<file path="src/rtl/ip_uart_rx.sv">
// ip_uart_rx: 8N1 UART receiver with a mid-bit sampling timer and a one-entry
// valid/ready output buffer.
// Optional feature macro: UART_RX_PARITY_EN (8E1 framing plus a parity_error pulse).
module ip_uart_rx #(
    parameter int unsigned CLK_FREQ = 86_400_000,
    parameter int unsigned BAUD     = 115_200
) (
    input  logic       clk,
    input  logic       reset,
    input  logic       uart_rx,
    output logic [7:0] rx_data,
    output logic       rx_valid,
    input  logic       rx_ready,
    output logic       framing_error,
    output logic       overrun,
`ifdef UART_RX_PARITY_EN
    output logic       parity_error,
`endif
    output logic       busy
);

    localparam int unsigned DIV  = CLK_FREQ / BAUD;
    localparam int unsigned HALF = DIV / 2;
    localparam int unsigned TW   = $clog2(DIV);

    localparam logic [TW-1:0] DIV_M1  = TW'(DIV - 1);
    localparam logic [TW-1:0] HALF_M1 = TW'(HALF - 1);

    // Bit timer needs enough oversampling to find the bit centre reliably
    if (DIV < 16) begin : g_div_check
        $error("ip_uart_rx: CLK_FREQ/BAUD must be at least 16");
    end

    typedef enum logic [2:0] {
        S_IDLE,
        S_START,
        S_DATA,
`ifdef UART_RX_PARITY_EN
        S_PARITY,
`endif
        S_STOP,
        S_WAIT_HIGH
    } state_t;

    state_t        state, state_next;
    logic          rx_meta, rxs;
    logic [TW-1:0] timer, timer_next;
    logic [2:0]    bit_idx, bit_idx_next;
    logic [7:0]    shift, shift_next;
    logic          deliver_next, deliver_q;
    logic          ferr_next;
    logic          tick;
`ifdef UART_RX_PARITY_EN
    logic          par_bit, par_bit_next;
`endif

    assign tick = (timer == '0);

    // Synchronizer, state register and frame datapath registers
    always_ff @(posedge clk) begin
        if (reset) begin
            rx_meta <= 1'b1;
            rxs     <= 1'b1;
            state   <= S_IDLE;
            timer   <= '0;
            bit_idx <= '0;
            shift   <= '0;
`ifdef UART_RX_PARITY_EN
            par_bit <= 1'b0;
`endif
        end else begin
            rx_meta <= uart_rx;
            rxs     <= rx_meta;
            state   <= state_next;
            timer   <= timer_next;
            bit_idx <= bit_idx_next;
            shift   <= shift_next;
`ifdef UART_RX_PARITY_EN
            par_bit <= par_bit_next;
`endif
        end
    end

    // Next-state, timer and shift-register control
    always_comb begin
        state_next   = state;
        timer_next   = timer;
        bit_idx_next = bit_idx;
        shift_next   = shift;
        deliver_next = 1'b0;
        ferr_next    = 1'b0;
`ifdef UART_RX_PARITY_EN
        par_bit_next = par_bit;
`endif
        case (state)
            S_IDLE: begin
                if (!rxs) begin
                    timer_next = HALF_M1;
                    state_next = S_START;
                end
            end
            S_START: begin
                if (!tick) begin
                    timer_next = timer - TW'(1);
                end else if (rxs) begin
                    state_next = S_IDLE;
                end else begin
                    timer_next   = DIV_M1;
                    bit_idx_next = '0;
                    state_next   = S_DATA;
                end
            end
            S_DATA: begin
                if (!tick) begin
                    timer_next = timer - TW'(1);
                end else begin
                    shift_next   = {rxs, shift[7:1]};
                    timer_next   = DIV_M1;
                    bit_idx_next = bit_idx + 3'd1;
                    if (bit_idx == 3'd7) begin
`ifdef UART_RX_PARITY_EN
                        state_next = S_PARITY;
`else
                        state_next = S_STOP;
`endif
                    end
                end
            end
`ifdef UART_RX_PARITY_EN
            S_PARITY: begin
                if (!tick) begin
                    timer_next = timer - TW'(1);
                end else begin
                    par_bit_next = rxs;
                    timer_next   = DIV_M1;
                    state_next   = S_STOP;
                end
            end
`endif
            S_STOP: begin
                if (!tick) begin
                    timer_next = timer - TW'(1);
                end else if (rxs) begin
                    deliver_next = 1'b1;
                    state_next   = S_IDLE;
                end else begin
                    ferr_next  = 1'b1;
                    state_next = S_WAIT_HIGH;
                end
            end
            S_WAIT_HIGH: begin
                if (rxs) begin
                    state_next = S_IDLE;
                end
            end
            default: begin
                state_next = S_IDLE;
            end
        endcase
    end

    // Output buffer, handshake and status pulses
    always_ff @(posedge clk) begin
        if (reset) begin
            deliver_q     <= 1'b0;
            rx_data       <= 8'h00;
            rx_valid      <= 1'b0;
            framing_error <= 1'b0;
            overrun       <= 1'b0;
            busy          <= 1'b0;
`ifdef UART_RX_PARITY_EN
            parity_error  <= 1'b0;
`endif
        end else begin
            deliver_q     <= deliver_next;
            framing_error <= ferr_next;
            overrun       <= 1'b0;
            busy          <= (state_next != S_IDLE);
`ifdef UART_RX_PARITY_EN
            parity_error  <= 1'b0;
`endif
            if (rx_valid && rx_ready) begin
                rx_valid <= 1'b0;
            end
            if (deliver_q) begin
                if (!rx_valid || rx_ready) begin
                    rx_data  <= shift;
                    rx_valid <= 1'b1;
`ifdef UART_RX_PARITY_EN
                    parity_error <= ^{shift, par_bit};
`endif
                end else begin
                    overrun <= 1'b1;
                end
            end
        end
    end

endmodule

</file>
<file path="config.mk">
export PLATFORM = sky130hd
export DESIGN_NAME = ip_uart_rx
export DESIGN_NICKNAME = d
export VERILOG_FILES = /design/src/rtl/ip_uart_rx.sv
export SDC_FILE = /design/constraint.sdc
export NUM_CORES = 1
export LEC_CHECK = 0
export ABC_AREA = 0
export BUFFER_PORTS_ARGS = -buffer_cell sky130_fd_sc_hd__buf_2
export CORE_MARGIN = 4
export CORE_UTILIZATION = 45
export CTS_BUF_LIST = sky130_fd_sc_hd__clkbuf_2
export CTS_CLUSTER_DIAMETER = 80
export CTS_CLUSTER_SIZE = 28
export DETAILED_ROUTE_END_ITERATION = 16
export GPL_ROUTABILITY_DRIVEN = 0
export PLACE_DENSITY_LB_ADDON = 0.12
export SYNTH_ARGS = -nofsm -noshare
export SYNTH_HDL_FRONTEND = slang
export SYNTH_SLANG_ARGS = --single-unit
</file>
<file path="constraint.sdc">
create_clock -name clk -period 4.5 [get_ports clk]
set_input_delay 0 -clock clk [delete_from_list [all_inputs] [get_ports clk]]
set_output_delay 0 -clock clk [all_outputs]
set_load 0.005 [all_outputs]
</file>
## Word level (Yosys, flattened, before mapping)

Index checks and enable logic that the tools add are counted.

- Add/subtract/negate cells: 2
- Equality and inequality tests: 11
- Multiplexer cells: 25
- Bitwise operators: 3
- Reductions and logical operators: 14

Operators with widths:

| operator | count |
|---|---|
| $mux 10 | 5 |
| $pmux 10 s4 | 1 |
| $mux 3 | 10 |
| $pmux 3 s5 | 1 |
| $logic_not 10->1 | 1 |
| $ne 2x2->1 const B | 5 |
| $sub 10x1->10 const B | 1 |
| $reduce_and 4->1 | 2 |
| $eq 3x2->1 const B | 2 |
| $eq 3x3->1 const B | 2 |
| $mux 1 | 6 |
| $pmux 3 s2 | 1 |
| $reduce_and 2->1 | 2 |
| $reduce_bool 4->1 | 1 |
| $add 3x1->3 const B | 1 |
| $eq 3x1->1 const B | 1 |
| $logic_not 3->1 | 1 |
| $ne 3x3->1 const B | 1 |
| $not 1->1 | 3 |
| $reduce_bool 3->1 | 1 |
| $reduce_or 3->1 | 1 |
| $mux 2 | 1 |
| $reduce_bool 2->1 | 1 |
| $reduce_or 2->1 | 1 |
| other kinds (3) | 3 |

- Flip-flop bits (word level): 39
- Bits of input ports: 4
- Output and inout port bits: 12
- Word-level logic and storage cells: 67

## Depth between registers and ports, before layout

- Depth in word-level cells: 5
- Mapped depth: 6
- Gate-level depth less buffers: 6

## Worst setup path before layout

Ideal clock, no wire load.

- Path kind: register to register
- Start point: register timer[0]
- End point: register timer[1]
- Library setup time: 0.122 ns
- Data arrival time: 1.672 ns
- Setup slack: 2.706 ns
- Cell stages (with the launch flop): 7
- Cells stage by stage: dfxtp_1 -> inv_1 -> ha_1 -> or4b_4 -> nor3_4 -> a21oi_1 -> o311a_1

- Cells in the longest elaborated chain, start to end: 3
- Elaborated cells on any way between the ends: 9
- Those cells by class: add/sub (1); eq/ne (2); mux (4); reduce/logical (2)

Ends and longest elaborated chain:

| what | RTL line | text |
|---|---|---|
| start: declaration | 47 | `logic [TW-1:0] timer, timer_next;` |
| start signal: assignment | 75 | `timer <= timer_next;` |
| $sub 10x1->10 or $logic_not 10->1 (tied branches) | n/a |  |
| $mux 10 (tied with other cells) | 141 | `if (!tick) begin` |
| $pmux 10 s4 or $reduce_and 4->1 (tied branches) | n/a |  |

Several ways; a longest one is shown, not always the timed one. The select of a mux whose other input is x is not followed.
A chain may end at the register's enable or synchronous reset.

## Worst setup path after layout

Ends and elaborated chain as after synthesis.

==> flow_metrics.tcl <==
set metrics [dict create \
    crit_path_cell_trace "inv_1, ha_1, or4b_4, nor3_4, a21oi_1, o311a_1" \
    critical_path.reg2reg.startpoint "timer[0]" \
    clkLatencyLatePin_ps 370 \
    detailroute.via_count 1539 \
    worst_clock_skew_ps 15.5 \
    cp_max_fo 7 \
    rr_endpoint "timer[1]" \
    status "completed" \
    layout.cells.most_common "dfxtp_1" \
    h_tree_level_count 2 \
    pwr-share-comb_pct 30.1 \
    number_of_enable_type_register_cells_in_the_synthesized_netlist 0 \
    final_antenna_net_count 0 \
    slowest_delay_ps 540 \
    crit_arrival_ps 2390 \
    pwr-share-clk_pct 17.9 \
    post-route-drc-count 0 \
    num-fill-cells 395 \
    final.period_utilization_pct 46.7 \
    grt_first_pass_wirelength_um 6730 \
    routed_wire_length_per_instance_um 15.3 \
    synth_area_per_cell_um2 9.31 \
    antenna-diode-count 0 \
    final.min_clock_period_ps 2100 \
    vias_in_the_first_global_route 1427 \
    overflow 0 \
    cell_depth_of_the_worst_hold_path 2 \
    syn-cell-area_um2 1880 \
    drtPass1Iterations 5 \
    io_buffer_count 15 \
    postSynth.asyncResetShare_pct 0 \
    layoutNonFillerInstCount 264 \
    dpl.hpwl_um 2840 \
    cell_internal_pwr_mw 0.484 \
    grt_max_degree 32 \
    peakVddDrop_mv 0.152 \
    hold_path_startpoint "reset" \
    critPathCaptureType "flip-flop" \
    static-leakage-power_nw 0.909 \
    regToRegSetupSlack_ps 2400 \
    cap_violations 0 \
    clock_tree.root_cell "clkbuf_2" \
    yosysUniqueCellTypes 52 \
    vias_per_cell 5.83 \
    detail_route.wirelength_um 4040 \
    swShare_pct 36.1 \
    overall_track_demand_over_capacity_in_global_routing_pct 16.1 \
    sum_of_buffers_and_inverters_on_the_critical_path 1 \
    yosysSeqAreaShare_pct 41.5 \
    die_y_um 72.6 \
    hold_path.class "in -> reg" \
    first_iter_violations 119 \
    cts_inserted_buffers 5 \
    synth.ff_latch_count 39 \
    seq_power_share_pct 51.9 \
    syn-instance-count 202 \
    cts_num_sinks 39 \
    regArea_um2 781 \
    post-cts-setup-buffers 0 \
    multiInputGateArea_um2 1010 \
    power_per_cell_area_nw_per_um2 376 \
    post-place-cells 255 \
    start_kind "flip-flop" \
    design.die.area_um2 5280 \
    floorplan.rows 23 \
    timing.final.max_slew_violations 0 \
    die_w_um 72.6 \
    nNetsFinal 221 \
    crit_type "reg -> reg" \
    finalSetupViolCount 0 \
    worst_r2r_path_depth 6 \
    layout-drive-gt1-share_pct 16.8 \
    mostFrequentLayoutCells "dfxtp_1, nor2_1, mux2i_1, buf_2, a21oi_1" \
    post_cts_resize_count 0 \
    hold_path_end "rx_data[2]" \
    ys.warnings.count 0 \
    rsz0062_at_grt "no" \
    io_pins 16 \
    final.setup.tns_ps 0 \
    max-slew-margin-rel_pct 51.5 \
    initial_core_util_pct 46.7 \
    cts_tree "yes" \
    transition_time_at_the_pin_with_the_least_slew_margin_ps 726 \
    net-switching-power_mw 0.273 \
    critical_path.top_delay_family "simple AND/OR/NAND/NOR gates" \
    placeableCoreArea_um2 4030 \
    slowest_stage "or4b_4" \
    antenna_found_initial 0 \
    postSynthNetCount 209 \
    synth_top_flop_cell "dfxtp_1" \
    cts.path.max_buffers 2 \
    critical_path_required_ps 4790 \
    clk_pin_slew_worst_paths_ps 180 \
    area.growth.synth_to_final_pct 7.25 \
    hold_viol 0 \
    max_freq_ghz 0.475 \
    power_mw 0.758 \
]
==> state kept, by name, summed over array words and instances (netlist names) <==
register       count
timer             10
rx_data            8
shift              8
bit_idx            3
state              3
busy               1
deliver_q          1
framing_error      1
overrun            1
rx_meta            1
rx_valid           1
rxs                1
==> power groups by stage <==
stage	combinational [mW]	sequential, mW	clock [mW]
finish	0.228	0.394	0.136
global route	0.249	0.397	0.162
CTS	0.224	0.392	0.145
detailed placement	0.221	0.400	0
global placement	0.220	0.400	0
floorplan	0.192	0.384	0
==> cell usage after synthesis (3+ instances only) <==
library cell | number | share of area, %
mux2i_1 | 17 | 9.0
nand2_1 | 9 | 1.8
dfxtp_1 | 39 | 42
nand4_1 | 6 | 2.0
inv_1 | 8 | 1.6
or2_2 | 4 | 1.3
nor3_1 | 5 | 1.3
nor4_1 | 5 | 1.7
a211oi_1 | 3 | 1.2
clkbuf_1 | 8 | 1.6
o21ai_0 | 4 | 1.1
o221a_1 | 3 | 1.8
nor2_1 | 25 | 5.0
o31ai_1 | 3 | 1.2
a31oi_1 | 4 | 1.3
nand3_1 | 3 | 0.80
ha_1 | 3 | 2.0
a21oi_1 | 10 | 2.7
==> kinds of logic after synthesis <==
family / count (synthesis) / share of synthesized area (%)
AND/OR/NAND/NOR: 80 / 25.9
AO/OA/AOI/OAI: 40 / 15.4
flip-flops: 39 / 41.5
buffers and inverters: 20 / 4.52
multiplexers: 19 / 10.2
adder cells (fa/ha/maj): 3 / 2.00
XOR/XNOR: 1 / 0.466
==> worst max-delay path by stage <==
stage | startpoint | endpoint | slack [ps] | depth (start not counted)
6_report | timer[0] | timer[1] | 2400 | 6
4_1_cts | timer[0] | timer[1] | 2430 | 6
2_1_floorplan | timer[0] | timer[1] | 2710 | 6
5_1_grt | timer[0] | timer[1] | 2280 | 6
3_5_place_dp | timer[0] | timer[1] | 2450 | 6
3_3_place_gp | timer[0] | timer[1] | 2460 | 6
==> layout make-up <==
type / count / area share [%]
multi-input cells: 143 / 50.3
flip-flops and latches: 39 / 38.7
repair buffers: 17 / 4.71
well taps: 50 / 3.10
inverters: 8 / 1.49
clock buffers: 5 / 1.24
clock inverters: 2 / 0.434
==> layer usage <==
metal	GRT usage, %	wire length, um
met2	23.8	1830
met1	22.0	1890
met4	5.94	80
met5	0	0
met3	5.23	241
==> stage by stage <==
| stage | hold WS, ps | utilization (%) | setup WS [ps] | area (um2) |
|---|---|---|---|---|
| 2_1_floorplan | 104 | - | 2710 | 1880 |
| 3_3_place_gp | 184 | 48.7 | 2460 | 1960 |
| 3_5_place_dp | 186 | 48.7 | 2450 | 1960 |
| 4_1_cts | 57.9 | 50.1 | 2430 | 2020 |
| 5_1_grt | 34.2 | 50.1 | 2280 | 2020 |
| 6_report | 85.5 | 50.1 | 2400 | 2020 |
==> timing repair <==
item	in CTS	in global routing
endpoints found under the hold margin	3	0
hold buffers	2	0
setup endpoints to repair	0	0
(Power assumes the default switching activity.)
